[config.mk]
export PLATFORM = sky130hd
export DESIGN_NAME = bnn_fc_argmax
export DESIGN_NICKNAME = d
export VERILOG_FILES = /design/src/rtl/bnn_fc_argmax_pkg.sv /design/src/rtl/bnn_fc_argmax_max_cmp.sv /design/src/rtl/bnn_fc_argmax.sv
export SDC_FILE = /design/constraint.sdc
export NUM_CORES = 1
export LEC_CHECK = 0
export CORE_ASPECT_RATIO = 1.5
export CORE_UTILIZATION = 53
export CTS_CLUSTER_SIZE = 25
export DETAILED_ROUTE_END_ITERATION = 10
export GPL_TIMING_DRIVEN = 0
export PLACE_DENSITY = 0.84
export SLEW_MARGIN = 25
export SYNTH_ARGS = -nofsm -noshare
export SYNTH_HDL_FRONTEND = slang
export SYNTH_SLANG_ARGS = --single-unit
[constraint.sdc]
create_clock -name iCLK -period 2.7 [get_ports iCLK]
set_clock_uncertainty 0.2 [all_clocks]
set_input_delay 0.675 -clock iCLK [delete_from_list [all_inputs] [get_ports iCLK]]
set_output_delay 0.675 -clock iCLK [all_outputs]
set_load 0.02 [all_outputs]
[src/rtl/bnn_fc_argmax_pkg.sv]
// Shared BNN definitions for the FC argmax stage: default sizing,
// FSM state encoding and the running-max reset constant.
package bnn_fc_argmax_pkg;

  localparam int NUM_CLASSES_DEF = 10;
  localparam int DW_DEF          = 13;
  localparam int CW_DEF          = 4;

  // FSM encoding
  localparam logic [1:0] ST_IDLE    = 2'd0;
  localparam logic [1:0] ST_COLLECT = 2'd1;
  localparam logic [1:0] ST_DONE    = 2'd2;

  // Most negative (DW+1)-bit value, so the first real score always wins.
  function automatic logic signed [31:0] max_init(input int dw);
    max_init = -(32'sd1 <<< dw);
  endfunction

endpackage

[src/rtl/bnn_fc_argmax_max_cmp.sv]
// Signed compare-and-select for the argmax chain. A candidate replaces
// the current best only when strictly greater, so ties keep the lower index.
module bnn_max_cmp #(
  parameter int DW = 13,
  parameter int CW = 4
) (
  input  logic signed [DW:0]   iScore,
  input  logic        [CW-1:0] iIndex,
  input  logic signed [DW:0]   iMax,
  input  logic        [CW-1:0] iMaxIdx,
  output logic signed [DW:0]   oMax,
  output logic        [CW-1:0] oIdx
);

  // Strict greater-than select
  always_comb begin
    oMax = iMax;
    oIdx = iMaxIdx;
    if (iScore > iMax) begin
      oMax = iScore;
      oIdx = iIndex;
    end
  end

endmodule

[src/rtl/bnn_fc_argmax.sv]
// Argmax over the FC layer outputs of a BNN: collects NUM_CLASSES signed
// neuron results in order and reports the index and score of the largest.
// Optional feature: define BNN_ARGMAX_BIAS_EN to add a per-neuron bias
// input (iBIAS) to each score before comparison.
//
//  state   | meaning
//  IDLE    | waiting for iSTART, no beats accepted
//  COLLECT | accepting beats, oREADY/oBUSY high
//  DONE    | one cycle, oDONE high, result registered
module bnn_fc_argmax
  import bnn_fc_argmax_pkg::*;
#(
  parameter int NUM_CLASSES = NUM_CLASSES_DEF,
  parameter int DW          = DW_DEF,
  parameter int CW          = CW_DEF
) (
  input  logic                iCLK,
  input  logic                iRST_n,
  input  logic                iSTART,
  input  logic                iVALID,
  input  logic signed [DW-1:0] iDATA,
`ifdef BNN_ARGMAX_BIAS_EN
  input  logic signed [DW-1:0] iBIAS,
`endif
  output logic                oREADY,
  output logic                oBUSY,
  output logic                oDONE,
  output logic        [CW-1:0] oCLASS,
  output logic signed [DW:0]   oSCORE
);

  localparam logic signed [DW:0]   MAX_INIT = (DW+1)'(max_init(DW));
  localparam logic        [CW-1:0] LAST_IDX = CW'(NUM_CLASSES - 1);

  logic        [1:0]    stateR;
  logic        [CW-1:0] cntR;
  logic signed [DW:0]   maxR;
  logic        [CW-1:0] idxR;
  logic signed [DW:0]   score;
  logic signed [DW:0]   nxtMax;
  logic        [CW-1:0] nxtIdx;

  // Widen the beat (and bias) to DW+1 bits so the sum cannot overflow
  always_comb begin
    score = {iDATA[DW-1], iDATA};
`ifdef BNN_ARGMAX_BIAS_EN
    score = {iDATA[DW-1], iDATA} + {iBIAS[DW-1], iBIAS};
`endif
  end

  bnn_max_cmp #(
    .DW(DW),
    .CW(CW)
  ) uMaxCmp (
    .iScore (score),
    .iIndex (cntR),
    .iMax   (maxR),
    .iMaxIdx(idxR),
    .oMax   (nxtMax),
    .oIdx   (nxtIdx)
  );

  // Sequencing FSM; iSTART from any state (re)initialises COLLECT and
  // wins over a same-cycle beat
  always_ff @(posedge iCLK or negedge iRST_n) begin
    if (!iRST_n) begin
      stateR <= ST_IDLE;
      cntR   <= '0;
      maxR   <= '0;
      idxR   <= '0;
      oREADY <= 1'b0;
      oDONE  <= 1'b0;
      oCLASS <= '0;
      oSCORE <= '0;
    end else begin
      oDONE <= 1'b0;
      if (iSTART) begin
        stateR <= ST_COLLECT;
        cntR   <= '0;
        maxR   <= MAX_INIT;
        idxR   <= '0;
        oREADY <= 1'b1;
      end else begin
        case (stateR)
          ST_COLLECT: begin
            if (iVALID) begin
              maxR <= nxtMax;
              idxR <= nxtIdx;
              cntR <= cntR + CW'(1);
              if (cntR == LAST_IDX) begin
                stateR <= ST_DONE;
                oREADY <= 1'b0;
                oDONE  <= 1'b1;
                oCLASS <= nxtIdx;
                oSCORE <= nxtMax;
              end
            end
          end
          ST_DONE: begin
            stateR <= ST_IDLE;
          end
          default: begin
            stateR <= ST_IDLE;
            oREADY <= 1'b0;
          end
        endcase
      end
    end
  end

  assign oBUSY = (stateR == ST_COLLECT);

endmodule

=== Yosys cells after proc, flatten, opt, wreduce, memory -nomap -nowiden ===
Cells that the tools add are included.

* Add/subtract/negate cells: 1
* Order comparisons: 1
* Eq/ne operators: 6
* Multiplexer cells: 23
* Bitwise logic cells: 1
* Reduce and logical (&&, ||, !) cells: 6

{| class="wikitable"
|+ Operators by type and width
! cell !! number
|-
| two-way mux 14 bit || 4
|-
| two-way mux 4 bit || 7
|-
| greater-than comparator 13 x 14 -> 1 bit || 1
|-
| two-way mux 2 bit || 4
|-
| two-way mux 1 bit || 7
|-
| adder 4 x 1 -> 4 bit, second input constant || 1
|-
| equality test 4 bit, second input constant || 1
|-
| AND reduction 2 bit || 2
|-
| AND reduction 4 bit || 1
|-
| nonzero test 2 bit || 2
|-
| inequality test 3 x 2 -> 1 bit, second input constant || 1
|-
| inequality test 3 bit, second input constant || 1
|-
| AND reduction 3 bit || 1
|-
| equality test 2 x 1 -> 1 bit, second input constant || 1
|-
| equality test 2 bit, second input constant || 1
|-
| inequality test 2 bit, second input constant || 1
|-
| one-hot mux 1 bit (2 select lines) || 1
|-
| inverter 1 bit || 1
|}

* Bits in registers: 44
* Output and inout port bits: 21
* Logic and storage cells: 46

=== Logic depth before layout (Yosys ltp) ===
* Depth in word-level cells: 5
* Mapped depth: 10

=== Modules after synthesis ===
A second synthesis with hierarchy kept.

* Cell total of the unflattened synthesis: 293
* Area total of the unflattened synthesis: 2961.6 um2

{| class="wikitable"
|+ By module, submodules not included
! module !! times used !! cells an instance !! area an instance (um2) !! seq. area each (um2)
|-
| bnn_fc_argmax || 1 || 113 || 1716.6 || 1101.1
|-
| bnn_max_cmp || 1 || 180 || 1244.9 || 0.0
|}

=== Least setup slack after synthesis ===
No wires, ideal clock.

* Kind: input to register
* From: in iDATA[12]
* To: reg maxR[10]
* Data arrival time: 2.235 ns
* Setup slack: 0.133 ns
* Cell stages on the path: 9
* Cells stage by stage: ha_1 -> nand2_2 -> nor4_4 -> o31ai_1 -> a311oi_2 -> buf_6 -> buf_12 -> mux2i_1 -> nor2_1

* Cells in the longest elaborated chain, start to end: 5

{| class="wikitable"
|+ Ends and longest elaborated chain
! what !! line !! source
|-
| start: declaration || bnn_fc_argmax.sv:21 || <nowiki>input logic signed [DW-1:0] iDATA,</nowiki>
|-
| greater-than comparator 13 x 14 -> 1 bit || bnn_fc_argmax_max_cmp.sv:19 || <nowiki>if (iScore > iMax) begin</nowiki>
|-
| two-way mux 14 bit || bnn_fc_argmax_max_cmp.sv:19 ||
|-
| two-way mux 14 bit || bnn_fc_argmax.sv:86 || <nowiki>if (iVALID) begin</nowiki>
|-
| two-way mux 14 bit || bnn_fc_argmax.sv:84 || <nowiki>case (stateR)</nowiki>
|-
| two-way mux 14 bit || bnn_fc_argmax.sv:77 || <nowiki>if (iSTART) begin</nowiki>
|-
| end signal: assignment || bnn_fc_argmax.sv:87 || <nowiki>maxR <= nxtMax;</nowiki>
|-
| end: declaration || bnn_fc_argmax.sv:37 || <nowiki>logic signed [DW:0] maxR;</nowiki>
|}

Every way passes these cells. The select of a mux whose other input is x is not followed.
A chain may end at the register's enable or synchronous reset.

=== Final worst setup path ===
* From: in iDATA[5]
* To: reg maxR[6]

The elaborated chain is that of the path after synthesis.

==> results.json <==
{
  "route.detailed.drc": 0,
  "cap_violations": 0,
  "grt_usage": 0.231,
  "grt_pass1_vias": 1711,
  "status": "finished clean",
  "hp-class": "in -> async",
  "path_cells": "dlygate4sd2_1 > ha_4 > and4_1 > o21a_1 > o31ai_4 > a311oi_2 > buf_6 > buf_12 > mux2i_1 > nor2_1",
  "layout_min_cycle_time_ns": 2.61,
  "cts_buffers": 5,
  "clk_pin_slew_ns": 0.08,
  "grt_overflow_total": 0,
  "path_buf_inv": 3,
  "fmax_mhz": 383,
  "fill_cells": 291,
  "synth.distinct_cells": 33,
  "hold_violations": 0,
  "avgSynthCellArea_um2": 10.4,
  "die_w_um": 56.0,
  "dieArea_mm2": 0.00465,
  "final_cell_area_mm2": 0.00300,
  "io_buffers": 36,
  "leakagePower_nw": 1.40,
  "grt_first_pass_wirelength_mm": 8.16,
  "worstSetupPathType": "in -> reg",
  "critPathMaxStageDelay_ns": 0.31,
  "synthAdderAreaFrac": 0.0864,
  "post_drt_wl_per_cell_um": 15.8,
  "worstPathRequired_ns": 2.67,
  "clock_latency_ns": 0.30,
  "diodes": 0,
  "std_cell_rows": 29,
  "muxShareOfSynthArea": 0.143,
  "cp_slowest_cell": "dlygate4sd2_1",
  "placed_cell_area_mm2": 0.00275,
  "die-height_um": 83.0,
  "async_reset_ff_frac": 1.00,
  "slew_headroom": 0.648,
  "p_seq_frac": 0.459,
  "syn-instance-count": 223,
  "cts-root-buf": "clkbuf_8",
  "antenna_found_initial": 0,
  "clock_path_buffers": 2,
  "start_kind": "input pin",
  "whs_ns": 0.119,
  "grt_max_degree": 26,
  "vias_per_cell": 5.46,
  "postCtsHoldBufs": 0,
  "synth.top_cells.by_area": "dfrtp_1, mux2i_1, ha_1, nor2_1, a21oi_1",
  "clock_sinks": 44,
  "synth_xor_area_frac": 0.0113,
  "htree_levels": 2,
  "final_cell_mix": "dfrtp_1, nor2_1, mux2i_1",
  "layout-drive-gt1-share": 0.129,
  "wl_mm": 5.03,
  "timing.final.crit_share": 0.966,
  "ys_seq_area_frac": 0.475,
  "first_iter_violations": 25,
  "vias": 1736,
  "hpwl_mm": 3.25,
  "final_nets": 304,
  "utilization": 0.713,
  "num_io_pins": 38,
  "pwr-share-clk": 0.283,
  "final_max_slew_viol_count": 0,
  "netlist_area_mm2": 0.00232,
  "gp_congestion": 0.755,
  "switchingPower_w": 0.000439,
  "cp_top_family": "buffers and inverters",
  "yosys.area.top_type": "dfrtp_1",
  "synth-edff-count": 0,
  "setup-violations-final": 0,
  "layout_commonest_cell": "dfrtp_1",
  "drt-pass1-iter-count": 4,
  "antenna_left": 0,
  "synth_seq_cells": 44,
  "initial_core_util": 0.551,
  "synth_top_area_share": 0.475,
  "comb_power_share": 0.257,
  "cts_tree": "built",
  "synth_nets": 256,
  "ys.flop_type": "dfrtp_1",
  "power.density_mw_per_mm2": 511,
  "yosysWarnings": 0,
  "worstMarginPinSlew_ns": 0.528,
  "synth_simple_gate_area_share": 0.131,
  "synthToLayoutAreaGrowth_pct": 29.4,
  "core-area_mm2": 0.00421,
  "synth_compound_area_frac": 0.0875,
  "synth_top_family_by_area": "multiplexers",
  "cp-end-kind": "flip-flop",
  "sw_frac_of_total": 0.287,
  "ir_drop_v": 0.000463,
  "crit_arrival_ns": 2.58,
  "p_int_w": 0.00109,
  "crit_fanout": 10
}
-- kinds of logic after synthesis --
logic type,count (synthesis)
buffers and inverters,28
AO/OA/AOI/OAI,35
flip-flops,44
multiplexers,33
AND/OR/NAND/NOR,64
XOR/XNOR,3
adder cells (fa/ha/maj),16
-- metal layers --
metal  track usage  wire (µm)
met1         0.267       2100
met3        0.0421        142
met2         0.408       2640
met5             0          0
met4        0.0998        148
-- cell usage after synthesis, types with 2 or more instances --
master,count
dfrtp_1,44
nor2_1,42
mux2i_1,33
a21oi_1,23
inv_1,17
ha_1,16
nand2_1,8
clkbuf_1,7
o21ai_0,3
a21o_1,2
and4_1,2
buf_12,2
buf_6,2
nor2b_1,2
xor2_1,2
-- cell type report --
type / instances / area, µm² / area share
flip-flops and latches: 44 / 1100 / 0.367
inverters: 17 / 63.8 / 0.0213
multi-input cells: 151 / 1170 / 0.390
repair buffers: 41 / 428 / 0.143
plain buffers: 11 / 90.1 / 0.0300
well taps: 46 / 57.6 / 0.0192
clock buffers: 8 / 90.1 / 0.0300
-- flip-flops by register name (all words and copies together) (netlist names) --
signal and flops:
maxR 14, oSCORE 14, cntR 4, idxR 4, oCLASS 4, stateR 2, oDONE 1, oREADY 1
-- power groups by stage --
stage                     registers, W  logic [W]  clock network (W)
after global routing          0.000707   0.000426           0.000459
after floorplan               0.000711   0.000228                  0
final                         0.000704   0.000394           0.000434
after CTS                     0.000703   0.000380           0.000435
after global placement        0.000714   0.000308                  0
after detailed placement      0.000715   0.000318                  0
-- path summary, 6_finish.rpt --
| path | from | endpoint | cells past startpoint | slack [ns] |
|---|---|---|---|---|
| max in group asynchronous | iRST_n | cntR[1] | 2 | 1.68 |
| min in group iCLK | oREADY | oREADY | 1 | 0.29 |
| worst max register to register | maxR[13] | maxR[6] | 10 | 0.21 |
| worst max-delay path | iDATA[5] | maxR[6] | 10 | 0.09 |
| worst min register to register | oREADY | oREADY | 1 | 0.29 |
| worst min-delay path | iRST_n | maxR[8] | 1 | 0.12 |
-- repair_timing --
action                                  4_1_cts  5_1_grt
pin swaps                                     9        6
endpoints found under the setup margin       36       20
gates cloned                                  1        0
setup buffers                                 3        0
gates resized for setup                      25       14
-- stage by stage --
step	total power (W)	cells	setup slack, ns	setup TNS (ns)
after detailed placement	0.00103	306	-0.719	-20.09
final	0.00153	318	0.0911	0
after floorplan	0.000939	223	0.133	0
after global placement	0.00102	305	-0.621	-36.60
after CTS	0.00152	318	0.00187	0
after global routing	0.00159	318	-0.00463	-0.00901
(Power assumes the default switching activity.)
